==> src/rtl/i2c_reg_master.sv <==
// Byte-oriented I2C master for single-register write and read transactions.
// Drives open-drain SCL/SDA enables from a quarter-period bit-slot sequencer.
module i2c_reg_master #(
    parameter int CLK_DIV = 125
) (
    input  logic       clk,
    input  logic       rst,
    input  logic       ena,
    input  logic [7:0] addr,
    input  logic [7:0] sub_addr,
    input  logic [7:0] data_wr,
    output logic [7:0] data_rd,
    output logic       busy,
    output logic       ack_err,
    output logic       scl_oe,
    output logic       sda_oe,
    input  logic       sda_in,
    output logic [3:0] dbg_state
);

    localparam int CW = (CLK_DIV > 1) ? $clog2(CLK_DIV) : 1;

    typedef enum logic [3:0] {
        IDLE, START, ADDR_W, ACK_A, SUB, ACK_S, WDATA, ACK_D,
        RSTART, ADDR_R, ACK_R, RDATA, MNACK, STOP
    } state_t;

    state_t        r_state;
    state_t        w_state_nxt;
    logic [CW-1:0] r_qcnt;
    logic [1:0]    r_q;
    logic [1:0]    w_q_nxt;
    logic [2:0]    r_bit;
    logic [2:0]    w_bit_nxt;
    logic [7:0]    r_addr;
    logic [7:0]    r_sub;
    logic [7:0]    r_wdat;
    logic [7:0]    r_shift;
    logic          r_samp;
    logic          r_err;
    logic          w_tick;
    logic          w_slot_end;
    logic          w_last;
    logic [7:0]    w_txb;
    logic          w_scl_nxt;
    logic          w_sda_nxt;

    function automatic logic f_is_byte(input state_t s);
        return (s == ADDR_W) || (s == SUB) || (s == WDATA) ||
               (s == ADDR_R) || (s == RDATA);
    endfunction

    assign dbg_state  = r_state;
    assign w_tick     = (r_qcnt == CW'(CLK_DIV - 1));
    assign w_slot_end = (r_state != IDLE) && w_tick && (r_q == 2'd3);

    // ena is a one-cycle request, accepted only in IDLE; it is ignored otherwise.
    always_comb begin
        w_state_nxt = r_state;
        w_q_nxt     = r_q;
        w_bit_nxt   = r_bit;
        w_last      = (r_bit == 3'd0);
        if (r_state == IDLE) begin
            if (ena) begin
                w_state_nxt = START;
                w_q_nxt     = 2'd0;
                w_bit_nxt   = 3'd7;
            end
        end else if (w_tick) begin
            w_q_nxt = r_q + 2'd1;
            if (r_q == 2'd3) begin
                w_bit_nxt = (f_is_byte(r_state) && !w_last) ? r_bit - 3'd1 : 3'd7;
                case (r_state)
                    START:   w_state_nxt = ADDR_W;
                    ADDR_W:  if (w_last) w_state_nxt = ACK_A;
                    ACK_A:   w_state_nxt = r_samp ? STOP : SUB;
                    SUB:     if (w_last) w_state_nxt = ACK_S;
                    ACK_S:   w_state_nxt = r_samp ? STOP : (r_addr[0] ? RSTART : WDATA);
                    WDATA:   if (w_last) w_state_nxt = ACK_D;
                    ACK_D:   w_state_nxt = STOP;
                    RSTART:  w_state_nxt = ADDR_R;
                    ADDR_R:  if (w_last) w_state_nxt = ACK_R;
                    ACK_R:   w_state_nxt = r_samp ? STOP : RDATA;
                    RDATA:   if (w_last) w_state_nxt = MNACK;
                    MNACK:   w_state_nxt = STOP;
                    default: w_state_nxt = IDLE;
                endcase
            end
        end
    end

    // Pin enables are a function of the upcoming slot position, so they only move on a quarter boundary.
    always_comb begin
        w_scl_nxt = 1'b0;
        w_sda_nxt = 1'b0;
        case (w_state_nxt)
            ADDR_W:  w_txb = {r_addr[7:1], 1'b0};
            ADDR_R:  w_txb = {r_addr[7:1], 1'b1};
            SUB:     w_txb = r_sub;
            WDATA:   w_txb = r_wdat;
            default: w_txb = 8'hFF;
        endcase
        case (w_state_nxt)
            IDLE: begin
                w_scl_nxt = 1'b0;
                w_sda_nxt = 1'b0;
            end
            START: begin
                w_scl_nxt = 1'b0;
                w_sda_nxt = w_q_nxt[1];
            end
            RSTART: begin
                w_scl_nxt = (w_q_nxt == 2'd0);
                w_sda_nxt = w_q_nxt[1];
            end
            STOP: begin
                w_scl_nxt = (w_q_nxt == 2'd0);
                w_sda_nxt = ~w_q_nxt[1];
            end
            ADDR_W, SUB, WDATA, ADDR_R: begin
                w_scl_nxt = ~w_q_nxt[1];
                w_sda_nxt = ~w_txb[w_bit_nxt];
            end
            default: begin
                w_scl_nxt = ~w_q_nxt[1];
                w_sda_nxt = 1'b0;
            end
        endcase
    end

    always_ff @(posedge clk or negedge rst) begin
        if (!rst) begin
            r_state <= IDLE;
            r_qcnt  <= '0;
            r_q     <= 2'd0;
            r_bit   <= 3'd7;
            r_addr  <= 8'h00;
            r_sub   <= 8'h00;
            r_wdat  <= 8'h00;
            r_shift <= 8'h00;
            r_samp  <= 1'b0;
            r_err   <= 1'b0;
            data_rd <= 8'h00;
            busy    <= 1'b0;
            ack_err <= 1'b0;
            scl_oe  <= 1'b0;
            sda_oe  <= 1'b0;
        end else begin
            r_state <= w_state_nxt;
            r_q     <= w_q_nxt;
            r_bit   <= w_bit_nxt;
            scl_oe  <= w_scl_nxt;
            sda_oe  <= w_sda_nxt;
            if (r_state == IDLE || w_tick) begin
                r_qcnt <= '0;
            end else begin
                r_qcnt <= r_qcnt + 1'b1;
            end
            if (r_state == IDLE && ena) begin
                r_addr  <= addr;
                r_sub   <= sub_addr;
                r_wdat  <= data_wr;
                r_err   <= 1'b0;
                ack_err <= 1'b0;
                busy    <= 1'b1;
            end
            // SDA is sampled on the first edge of Q3, in the middle of SCL high.
            if (r_state != IDLE && w_tick && r_q == 2'd2) begin
                r_samp <= sda_in;
                if (r_state == RDATA) begin
                    r_shift <= {r_shift[6:0], sda_in};
                end
            end
            if (w_slot_end) begin
                if ((r_state == ACK_A || r_state == ACK_S ||
                     r_state == ACK_D || r_state == ACK_R) && r_samp) begin
                    r_err <= 1'b1;
                end
                if (r_state == RDATA && r_bit == 3'd0) begin
                    data_rd <= r_shift;
                end
                if (r_state == STOP) begin
                    busy    <= 1'b0;
                    ack_err <= r_err;
                end
            end
        end
    end

endmodule

==> config.mk <==
export PLATFORM = sky130hd
export DESIGN_NAME = i2c_reg_master
export DESIGN_NICKNAME = d
export VERILOG_FILES = /design/src/rtl/i2c_reg_master.sv
export SDC_FILE = /design/constraint.sdc
export NUM_CORES = 1
export LEC_CHECK = 0
export BUFFER_PORTS_ARGS = -buffer_cell sky130_fd_sc_hd__buf_2
export CAP_MARGIN = 5
export CELL_PAD_IN_SITES_DETAIL_PLACEMENT = 2
export CELL_PAD_IN_SITES_GLOBAL_PLACEMENT = 2
export CORE_UTILIZATION = 30
export DETAILED_ROUTE_END_ITERATION = 8
export PLACE_DENSITY = 0.72
export SLEW_MARGIN = 20
export SYNTH_ARGS = -nofsm -noshare
export SYNTH_HDL_FRONTEND = slang
export SYNTH_SLANG_ARGS = --single-unit
export TNS_END_PERCENT = 5
==> constraint.sdc <==
create_clock -name clk -period 5.9 [get_ports clk]
set_input_delay 1.77 -clock clk [delete_from_list [all_inputs] [get_ports clk]]
set_output_delay 1.77 -clock clk [all_outputs]
set_load 0.1 [all_outputs]
After elaboration in Yosys (flattened, before gate mapping) --
Index checks and enable logic that the tools add are counted.
Operators by class: reduce and logical (&&, ||, !) cells 28, magnitude comparators 1, muxes and demuxes 37, bitwise operators 2, add/sub/neg operators 3, equal/unequal tests 23
Operator list (count):
- 4-bit two-way mux | 12
- 4-bit case mux with 11 select lines | 1
- 4-bit == test, second input constant | 9
- 8-bit case mux with 4 select lines | 1
- 4-bit by 3-bit == test with 1-bit output, second input constant | 6
- 3-bit two-way mux | 6
- 4-bit by 2-bit == test with 1-bit output, second input constant | 3
- 1-bit two-way mux | 10
- 4-bit by 1-bit == test with 1-bit output, second input constant | 2
- 4-bit logical NOT | 2
- 1-bit logical OR | 8
- 2-bit OR reduction | 4
- 7-bit by 1-bit adder with 7-bit output, second input constant | 1
- 7-bit == test, second input constant | 1
- 1-bit logical AND | 7
- 7-bit two-way mux | 1
- 2-bit two-way mux | 3
- 2-bit == test, second input constant | 2
- 3-bit by 4-bit < comparator with 1-bit output, second input constant | 1
- 2-bit AND reduction | 2
- 4-bit nonzero test | 1
- 4-bit OR reduction | 1
- 1-bit binary-select mux with 3-bit select | 1
- 3-bit logical NOT | 1
- 7 further kinds | 8
Storage, ports and cells: output and inout bits 16, bits in registers 62, word-level logic and storage cells 109, input port bits 28

Longest topological paths before layout --
depth after elaboration 14, depth in mapped cells 14, depth with buffers taken out 12

Worst setup path before layout --
Ideal clock, no wire load.
path type input -> register, from input ena, to register sda_oe, stages 9, library setup time 95 ps, setup slack 2595 ps, arrival time 3209 ps, required time 5805 ps, path buffers 0, cells stage by stage nand2b_1 -> o21ai_1 -> mux2_2 -> inv_2 -> a41o_1 -> or4_1 -> o2111ai_1 -> o221ai_1 -> o31ai_1
On the way: elaborated cells on any way between the ends 21, those cells by class 7 x eq/ne; 10 x mux; 2 x bitwise; 2 x reduce/logical
RTL lines:
- from (decl) | line 8 | input logic ena,
- 3-bit two-way mux | line 64 | if (ena) begin
- 3-bit two-way mux | line 63 | if (r_state == IDLE) begin
- named net w_bit_nxt[0] | line 34 | logic [2:0] w_bit_nxt;
- 1-bit binary-select mux with 3-bit select | line 122 | w_sda_nxt = ~w_txb[w_bit_nxt];
- 1-bit two-way mux (implied by the code) | line 122
- 1-bit inverter | line 122
- 1-bit case mux with 3 select lines | line 103 | case (w_state_nxt)
- named net w_sda_nxt | line 46 | logic w_sda_nxt;
- to (signal assigned) | line 153 | sda_oe <= w_sda_nxt;
- to (decl) | line 16 | output logic sda_oe,
The timed path passes the listed nets, and every way through them passes these cells. The select of a mux whose other input is x is not followed. A chain may end at the register's enable or synchronous reset.

Final worst setup path --
from register r_state[1] (netlist: dbg_state[1]), to output dbg_state[1]
RTL lines:
- from (decl) | line 28 | state_t r_state;
- from (signal assigned) | line 149 | r_state <= w_state_nxt;
- to (decl) | line 18 | output logic [3:0] dbg_state
No word-level cell between the ends.

==> reports/qor.tcl <==
set qor(outcome) {finished, final reports clean}
set qor(synthesis.nets) 344
set qor(initial_utilization) 0.3083
set qor(grt.total_usage) 0.1659
set qor(hold_depth) 2
set qor(synth_seq_area_share) 0.4633
set qor(dieHeight_um) 107.8
set qor(slew-limit-headroom) 0.5158
set qor(grt_first_pass_wirelength_um) 14790
set qor(htree_levels) 3
set qor(timing.reg2reg.worst_path_depth) 9
set qor(insertion_delay_ns) 0.34
set qor(cap_violations) 0
set qor(rsz_0062_raised_after_global_routing) {false}
set qor(drtAntennaViolNets) 0
set qor(post_synth_instance_area_um2) 3357
set qor(place_congestion) 0.8502
set qor(antenna_violations_before_repair) 0
set qor(critical-path-top-delay-family) {flip-flops}
set qor(port-buffer-count) 43
set qor(die-area_um2) 11620
set qor(cp.buffers_inverters) 1
set qor(synth_xor_xnor_area_share) 0.01305
set qor(core-area_um2) 10890
set qor(worst-setup-path-type) {flip-flop to output pin}
set qor(cts_hold_repair.buffers) 0
set qor(tritoncts_clock_tree) {yes}
set qor(antenna-diode-count) 0
set qor(ys_async_sr_fraction) 1.000
set qor(post_cts.resized_instances) 0
set qor(global_route.overflow_total) 0
set qor(synthCells) 310
set qor(cell_area_power_density_nw_per_um2) 349.3
set qor(initialDrtViolationCount) 60
set qor(floorplan.die.width_um) 107.8
set qor(tritoncts.num_buffers) 9
set qor(max-vdd-ir-drop_mv) 0.1627
set qor(area_growth_pct) 15.24
set qor(final_period_minus_worst_setup_slack_ns) 3.491
set qor(most_common_library_cell_in_the_layout_ignoring_fill_and_taps) {sky130_fd_sc_hd__dfrtp_1}
set qor(nets) 385
set qor(cp.depth) 1
set qor(layout-drive-gt1-share) 0.3455
set qor(design.portCount) 44
set qor(cp_data_required_time_ns) 4.13
set qor(timing_hold_violations_final) 0
set qor(critPathArrivalTime_ns) 1.72
set qor(drc) 0
set qor(synth_enable_flop_cells) 0
set qor(synth-adder-area-share) 0.02236
set qor(maximum_fanout_count_along_the_critical_path) 21
set qor(average_vias_per_placed_instance) 5.274
set qor(ys_dominant_reg_cell) {sky130_fd_sc_hd__dfrtp_1}
set qor(rows) 38
set qor(min_period_over_period) 0.5917
set qor(syn_area_per_cell_um2) 10.83
set qor(ys_warn_count) 0
set qor(totalNegativeSetupSlack_ns) 0
set qor(cts.clk_slew.worst_paths_ns) 0.07
set qor(endpoint_kind) {output pin}
set qor(drt_wl_total_um) 8759
set qor(synth_compound_gate_area_share) 0.1580
set qor(wl_per_cell_um) 17.66
set qor(cts_setup_buffers) 0
set qor(power.leakage_uw) 0.001800
set qor(final_cell_mix) {59 x sky130_fd_sc_hd__dfrtp_1, 43 x sky130_fd_sc_hd__buf_2, 42 x sky130_fd_sc_hd__mux2_2}
set qor(portion_of_netlist_area_occupied_by_mux_cells) 0.1439
set qor(cp_slowest_stage_delay_ns) 0.81
set qor(fillCellCount) 1184
set qor(setup_violations) 0
set qor(clock-skew-final_ns) 0.01278
set qor(area_after_dpl_um2) 3665
set qor(first_global_vias) 2844
set qor(cts.sink_count) 62
set qor(post_synth_and_or_nand_nor_area_fraction) 0.1513
set qor(ys_ff_latch) 62
set qor(hpwlAfterDp_um) 6417
set qor(yosys.cell_types.count) 71
set qor(worstPathCellList) {buf_2}
set qor(timing_worst_slew_pin_value_ns) 0.7263
set qor(cp-start-kind) {flip-flop}
set qor(placement.setup.worst_slack_ns) 2.226
set qor(timing_max_transition_violations_final) 0
set qor(synth_top_family_by_area) {compound AO/OA/AOI/OAI gates}
set qor(first_pass_iteration_count_of_the_detailed_router) 4
set qor(clockBufferDepth) 2
set qor(worst_hold_path_type) {flip-flop to flip-flop}
set qor(max_clock_freq_ghz) 0.2865
set qor(route.vias.total) 2616
set qor(final_design_area_no_fill_um2) 3869
set qor(setup_ws_ns) 2.409
set qor(grt_start_max_net_pins) 55
set qor(cts-root-buf) {sky130_fd_sc_hd__clkbuf_8}
set qor(crit_slowest_cell) {sky130_fd_sc_hd__dfrtp_1}
cell families (layout without fill, tap and decap cells):
logic type                 Yosys count  count (layout)
and+or+nand+nor                     91              91
AOI/OAI and AO/OA                   71              71
DFF                                 62              62
muxes                               43              43
buffers and inverters               32              78
adders and majority gates            6               6
xor gates and xnor gates             5               5
report_power, final:
part / total [uW] / switching (uW) / internal (uW) / leakage, uW
registers: 638 / 105 / 533 / 0.000786
clock network: 384 / 166 / 218 / 0.0000996
logic: 329 / 171 / 158 / 0.000914
total: 1350 / 442 / 909 / 0.00180
state kept, by name (all words and copies together), names as in the netlist:
signal     cells
r_bit          3
r_shift        8
r_sub          8
r_err          1
r_wdat         8
r_samp         1
busy           1
scl_oe         1
ack_err        1
r_qcnt         7
sda_oe         1
r_q            2
data_rd        8
r_addr         8
dbg_state      4
area by class of cell:
cell class,instances,area [um^2],share of cell area
Multi-Input combinational cell,216,1643,0.4246
Tap cell,140,175.2,0.04528
Inverter,17,63.81,0.01649
Clock inverter,3,42.54,0.01100
Timing Repair Buffer,45,230.2,0.05951
Clock buffer,13,158.9,0.04107
Sequential cell,62,1555,0.4020
worst paths after layout:
kind	startpoint	end	slack, ns
min in group asynchronous	rst	r_qcnt[4]	1.28
hold / removal	r_err	ack_err	0.49
max in group asynchronous	rst	r_qcnt[6]	3.66
hold reg to reg	r_err	ack_err	0.49
setup reg to reg	dbg_state[1]	sda_oe	2.46
setup / recovery	dbg_state[1]	dbg_state[1]	2.41
Yosys cell counts, types with 3 or more instances:
cell | number | area, um^2
sky130_fd_sc_hd__nand2b_1 | 5 | 31.28
sky130_fd_sc_hd__inv_1 | 13 | 48.80
sky130_fd_sc_hd__o31ai_1 | 4 | 30.03
sky130_fd_sc_hd__nor2_1 | 13 | 48.80
sky130_fd_sc_hd__o21ai_1 | 3 | 15.01
sky130_fd_sc_hd__clkbuf_1 | 4 | 15.01
sky130_fd_sc_hd__dfrtp_1 | 59 | 1476
sky130_fd_sc_hd__and3_1 | 4 | 25.02
sky130_fd_sc_hd__or4_1 | 5 | 37.54
sky130_fd_sc_hd__inv_2 | 4 | 15.01
sky130_fd_sc_hd__nand3_1 | 10 | 50.05
sky130_fd_sc_hd__a21oi_1 | 10 | 50.05
sky130_fd_sc_hd__a21o_1 | 3 | 22.52
sky130_fd_sc_hd__nand2_1 | 24 | 90.09
sky130_fd_sc_hd__a41oi_1 | 3 | 26.28
sky130_fd_sc_hd__mux2_2 | 42 | 473.0
sky130_fd_sc_hd__buf_2 | 6 | 30.03
sky130_fd_sc_hd__ha_1 | 6 | 75.07
sky130_fd_sc_hd__nor3_1 | 4 | 20.02
sky130_fd_sc_hd__nor4_1 | 3 | 18.77
sky130_fd_sc_hd__xor2_1 | 4 | 35.03
sky130_fd_sc_hd__nand4_1 | 6 | 37.54
sky130_fd_sc_hd__o21ai_0 | 11 | 55.05
sky130_fd_sc_hd__buf_6 | 4 | 45.04
sky130_fd_sc_hd__dfstp_2 | 3 | 78.83
routing by layer:
metal,track usage,share of wire
met2,0.2775,0.50
met5,0,0
met4,0.06556,0.020
met1,0.2071,0.45
met3,0.03571,0.027
per-stage QoR:
step	hold WS [ns]	power [uW]	utilization	std cells
finish	0.4896	1351	0.3553	496
detailed placement	0.4846	980.8	0.3366	480
global placement	0.4739	955.3	0.3366	480
global route	0.5237	1432	0.3553	496
CTS	0.4976	1374	0.3551	496
floorplan	0.4502	868.1	-	310
(Power assumes the default switching activity.)
